$ cat src/rtl/fifo_arb_pkg.sv
// Shared types, defaults and sizing helper for the COREFIFO write-port arbiter.
// Imported by the round-robin selector and the arbiter top.
package fifo_arb_pkg;

   typedef enum logic {
      IDLE  = 1'b0,
      BURST = 1'b1
   } state_t;

   localparam int DEF_NREQ      = 4;
   localparam int DEF_WIDTH     = 16;
   localparam int DEF_MAX_BURST = 8;
   localparam int DEF_CNTW      = 16;

   // Ceiling log2, never below one bit so single-value counters stay legal.
   function automatic int clog2_min1(input int value);
      int bits;
      bits = 1;
      for (int b = 1; b < 31; b++) begin
         if ((1 << b) < value) bits = b + 1;
      end
      return bits;
   endfunction

endpackage

$ cat src/rtl/fifo_wr_arbiter_rr_pick.sv
// Combinational round-robin selector: first requester after i_ptr, wrapping modulo NREQ.
// Works for any NREQ, including non-powers of two.
module rr_pick
   import fifo_arb_pkg::*;
#(
   parameter int NREQ = DEF_NREQ,
   parameter int PW   = clog2_min1(DEF_NREQ)
) (
   input  logic [NREQ-1:0] i_req,
   input  logic [PW-1:0]   i_ptr,
   output logic [NREQ-1:0] o_onehot,
   output logic [PW-1:0]   o_idx,
   output logic            o_any
);

   logic [PW-1:0] w_cand;

   always_comb begin
      o_onehot = '0;
      o_idx    = '0;
      o_any    = 1'b0;
      w_cand   = '0;
      for (int k = 1; k <= NREQ; k++) begin
         w_cand = PW'((int'(i_ptr) + k) % NREQ);
         if (!o_any && i_req[w_cand]) begin
            o_any            = 1'b1;
            o_idx            = w_cand;
            o_onehot[w_cand] = 1'b1;
         end
      end
   end

endmodule

$ cat src/rtl/fifo_wr_arbiter.sv
// Round-robin, burst-limited sharing of one COREFIFO write port among NREQ requesters.
// Also provides a global enable, a registered grant and a saturating accepted-word counter.
module fifo_wr_arbiter
   import fifo_arb_pkg::*;
#(
   parameter int NREQ      = DEF_NREQ,
   parameter int WIDTH     = DEF_WIDTH,
   parameter int MAX_BURST = DEF_MAX_BURST,
   parameter int CNTW      = DEF_CNTW
) (
   input  logic                  CLK,
   input  logic                  RESET_N,
   input  logic                  EN,
   input  logic [NREQ-1:0]       REQ,
   input  logic [NREQ*WIDTH-1:0] REQ_DATA,
   output logic [NREQ-1:0]       ACK,
   output logic [NREQ-1:0]       GNT,
   input  logic                  FIFO_FULL,
   output logic                  FIFO_WE,
   output logic [WIDTH-1:0]      FIFO_DATA,
   output logic                  BUSY,
   output logic [CNTW-1:0]       WORD_CNT,
   output state_t                DBG_STATE
);

   localparam int PW = clog2_min1(NREQ);
   localparam int BW = clog2_min1(MAX_BURST);
   localparam logic [BW-1:0] LAST_BEAT = BW'(MAX_BURST - 1);

   state_t           r_state;
   logic [NREQ-1:0]  r_gnt;
   logic [PW-1:0]    r_gidx;
   logic [PW-1:0]    r_rr_ptr;
   logic [BW-1:0]    r_burst_cnt;
   logic [CNTW-1:0]  r_word_cnt;
   logic             r_busy;

   logic [NREQ-1:0]  w_pick_onehot;
   logic [PW-1:0]    w_pick_idx;
   logic             w_pick_any;
   logic             w_req_g;
   logic             w_accept;

   rr_pick #(.NREQ(NREQ), .PW(PW)) u_rr_pick (
      .i_req    (REQ),
      .i_ptr    (r_rr_ptr),
      .o_onehot (w_pick_onehot),
      .o_idx    (w_pick_idx),
      .o_any    (w_pick_any)
   );

   // Handshake: REQ[i] is a valid flag held with its data until ACK[i]; ACK/FIFO_WE is the
   // same-cycle ready, asserted only for the granted requester while the FIFO is not full.
   assign w_req_g   = REQ[r_gidx];
   assign w_accept  = RESET_N & (r_state == BURST) & w_req_g & ~FIFO_FULL;
   assign ACK       = w_accept ? r_gnt : '0;
   assign FIFO_WE   = w_accept;
   assign FIFO_DATA = w_accept ? REQ_DATA[r_gidx*WIDTH +: WIDTH] : '0;

   assign GNT       = r_gnt;
   assign BUSY      = r_busy;
   assign WORD_CNT  = r_word_cnt;
   assign DBG_STATE = r_state;

   always_ff @(posedge CLK) begin
      if (!RESET_N) begin
         r_state     <= IDLE;
         r_gnt       <= '0;
         r_gidx      <= '0;
         r_busy      <= 1'b0;
         r_burst_cnt <= '0;
         r_rr_ptr    <= PW'(NREQ - 1);
         r_word_cnt  <= '0;
      end else begin
         if (w_accept && (r_word_cnt != {CNTW{1'b1}})) r_word_cnt <= r_word_cnt + 1'b1;
         case (r_state)
            IDLE: begin
               if (EN && w_pick_any) begin
                  r_state     <= BURST;
                  r_gnt       <= w_pick_onehot;
                  r_gidx      <= w_pick_idx;
                  r_busy      <= 1'b1;
                  r_burst_cnt <= '0;
               end
            end
            BURST: begin
               if (w_accept) r_burst_cnt <= r_burst_cnt + 1'b1;
               // A stall (FIFO full) never ends the burst; only the limit or a withdrawal does.
               if ((w_accept && (r_burst_cnt == LAST_BEAT)) || !w_req_g) begin
                  r_state  <= IDLE;
                  r_rr_ptr <= r_gidx;
                  r_gnt    <= '0;
                  r_busy   <= 1'b0;
               end
            end
            default: r_state <= IDLE;
         endcase
      end
   end

endmodule

$ cat config.mk
export PLATFORM = sky130hd
export DESIGN_NAME = fifo_wr_arbiter
export DESIGN_NICKNAME = d
export VERILOG_FILES = /design/src/rtl/fifo_arb_pkg.sv /design/src/rtl/fifo_wr_arbiter_rr_pick.sv /design/src/rtl/fifo_wr_arbiter.sv
export SDC_FILE = /design/constraint.sdc
export NUM_CORES = 1
export LEC_CHECK = 0
export BUFFER_PORTS_ARGS = -buffer_cell sky130_fd_sc_hd__buf_2
export CAP_MARGIN = 20
export CORE_ASPECT_RATIO = 1.2
export CORE_MARGIN = 5
export CORE_UTILIZATION = 29
export CTS_BUF_LIST = sky130_fd_sc_hd__clkbuf_2 sky130_fd_sc_hd__clkbuf_4 sky130_fd_sc_hd__clkbuf_8
export DETAILED_ROUTE_END_ITERATION = 16
export MAX_ROUTING_LAYER = met4
export PLACE_DENSITY = 0.53
export SKIP_CTS_REPAIR_TIMING = 1
export SKIP_LAST_GASP = 1
export SYNTH_ARGS = -nofsm -noshare
export SYNTH_HDL_FRONTEND = slang
export SYNTH_SLANG_ARGS = --single-unit
$ cat constraint.sdc
create_clock -name CLK -period 2.8 [get_ports CLK]
set_clock_uncertainty 0.15 [all_clocks]
set_input_delay 0.14 -clock CLK [delete_from_list [all_inputs] [get_ports CLK]]
set_output_delay 0.14 -clock CLK [all_outputs]
set_load 0.02 [all_outputs]
==> qor.txt <==
vias in the first global route = 2408
critical path data arrival time = 2.49 ns
Pwr Total = 0.001241 W
met3 usage = 0.03727
largest net degree at the start of global routing = 25
CP cell instances = inv_1 > ha_1 > mux2i_1 > mux2_2 > or3b_1 > a21o_1 > a21oi_1
GPL Wtd Cong = 0.7895
CTS clk-pin slew, worst paths = 0.07 ns
WP data required = 2.86 ns
GRT Max-Usage Layer = met2
core area = 8018 µm²
synth top area cells = dfxtp_1 (25%), mux4_2 (17%), ha_1 (5.8%)
Die H = 108.9 µm
max incr delay on CP = 0.46 ns
Worst Path Class, Setup = reg2reg
sequential-to-total area share from yosys stat = 0.2458
WL/cell = 16.05 µm
GRT overflow = 0
largest area contributor in the netlist = dfxtp_1
Post-synth ARST share = 0
Vias = 2305
setup violators final = 0
Area Overhead vs Synth = 32.68%
Antenna diodes = 0
global-route wire length before repair = 11.61 mm
Yosys top cell area share = 0.2458
Post-synth EDFFs = 0
status = finished clean
switching share of total power = 0.2815
total CTS buffers = 5
PwrDens = 395.9 nW/µm²
clock tree from TritonCTS = done
Critical Path Source Type = register
# fillers = 829
worst setup margin = 0.3714 ns
period utilization = 0.8673
Rows = 36
Comb power frac = 0.265
initial antenna violation count = 0
Finished Layout Cells = 451
Slew headroom = 0.5329
Hold WS = 0.07149 ns
clock power share = 0.380
CP max-delay cell = dfxtp_1
clock sinks = 29
DR iter-0 viols = 60
port buffer count = 114
Final Max Tran Viols = 0
Seq pwr share = 0.355
RSZ-0062 raised after global routing = no
Setup TNS = 0 ns
Final ANT Viol Nets = 0
GRT Total Usage = 0.1495
die footprint = 10060 µm²
clock root buffer = clkbuf_8
final hold vios = 0
Chip Width = 92.39 µm
NetSw = 0.0003493 W
Max Cap Viol = 0
most frequent cells in the layout = buf_2 (114), dfxtp_1 (29), and2_1 (21)
Worst Tran Pin Value = 0.6916 ns
Static Leak = 1.404 nW
Residual DRC = 0
CP Max Fanout = 8
Place WS = 0.3848 ns
leading cell type in the layout, fill and taps excluded = buf_2
clk buf depth = 2
CP endpoint kind = register
Post-Syn Area = 2362 µm²
Post-Syn Instances = 242
I/O pins = 115
Cell Int Power = 0.0008917 W
Main synth FF type = dfxtp_1
Skew-Pair Late Insertion Delay = 0.28 ns
fin crit period = 2.429 ns
H-Tree Level Count = 2
GR Layer Usage met1 = 0.1582
Yosys reg bits = 29
Hold Crit Class = in2reg
Inst Count DP = 443
Yosys cell types = 45
Synth Warn # = 0
nets = 438
Peak VDD IR = 193.5 µV
met2 usage = 0.2748
drt pass-1 iters = 4
DP HPWL = 5.778 mm
Worst Path Buf+Inv = 1
FMAX = 0.4118 GHz
vias per cell = 5.111
Post-Syn Area per Cell = 9.761 µm²
DRT Wirelength = 7.237 mm
CP delay by family, top = flip-flops
Syn Nets = 325
Starting Density = 0.2946
fraction of layout instances using a drive strength above 1 = 0.4494
## per-stage QoR
stage                     area, µm²    util
after floorplan                2362       -
after global placement         3014  0.3759
after detailed placement       3014  0.3759
after CTS                      3134  0.3909
after global routing           3134  0.3909
final                          3134  0.3909
## area by class of cell
class                      count  area [µm²]  share of cell area
multi-input combinational    190        1658              0.5289
tap                           95       118.9             0.03792
sequential                    29       580.6              0.1852
clock buffer                   7       90.09             0.02874
inverter                       7       26.28            0.008383
timing repair buffer         122       630.6              0.2012
clock inverter                 1       30.03            0.009581
## synthesized netlist by cell type (2+ instances only)
library cell / n
xnor2_1: 9
buf_6: 3
a21oi_1: 8
nor2_1: 16
and3_1: 2
clkbuf_1: 5
buf_4: 2
a221oi_1: 4
inv_1: 7
o211ai_1: 3
nand2_1: 16
or3b_1: 5
a2111oi_2: 3
buf_2: 6
mux2i_1: 9
nand4_1: 4
dfxtp_1: 29
o21ai_0: 13
a211oi_1: 3
ha_1: 11
and4_1: 2
o21a_1: 2
a2111oi_4: 2
and2_1: 21
mux4_2: 18
a21o_1: 5
nor3_1: 4
nand3_1: 10
a22oi_1: 2
nand2b_1: 3
## worst register-to-register path: stages, from the launching register on
cell and delay [ns]:
dfxtp_1 0.46, inv_1 0.19, ha_1 0.42, mux2i_1 0.15, mux2_2 0.30, or3b_1 0.37, a21o_1 0.18, a21oi_1 0.14
## state kept, by name (all words and copies together) (netlist names)
| register | flops |
|---|---|
| WORD_CNT | 16 |
| GNT | 4 |
| r_burst_cnt | 3 |
| r_gidx | 2 |
| r_rr_ptr | 2 |
| BUSY | 1 |
| DBG_STATE | 1 |
## cell families after synthesis
logic type | Yosys count | synth area share
multiplexers | 28 | 0.2145
AO/OA/AOI/OAI | 52 | 0.1748
AND/OR/NAND/NOR | 90 | 0.2209
XOR/XNOR | 9 | 0.03337
flip-flops | 29 | 0.2458
buffers and inverters | 23 | 0.05244
adder cells (fa/ha/maj) | 11 | 0.05826
## metal layers
layer	vias to the layer above	routed length (µm)	part of all wire
li1	1131	-	-
met1	1111	2887	0.40
met2	44	3895	0.54
met3	19	290	0.040
met4	0	163	0.023
met5	-	0	0
## worst paths after layout
check / from / to / slack, ns / cells past startpoint
setup / recovery: r_rr_ptr[1] / GNT[0] / 0.37 / 7
hold / removal: EN / DBG_STATE / 0.07 / 3
setup reg to reg: r_rr_ptr[1] / GNT[0] / 0.37 / 7
hold reg to reg: BUSY / BUSY / 0.31 / 1
## power by group through the flow
| stage | Sequential, W | Clock [W] | Combinational (W) |
|---|---|---|---|
| after floorplan | 0.000460 | 0 | 0.000214 |
| after global placement | 0.000450 | 0 | 0.000327 |
| after detailed placement | 0.000451 | 0 | 0.000331 |
| after CTS | 0.000441 | 0.000488 | 0.000332 |
| after global routing | 0.000443 | 0.000502 | 0.000362 |
| final | 0.000441 | 0.000472 | 0.000328 |
Note: power is estimated with default switching activity, not from simulation.
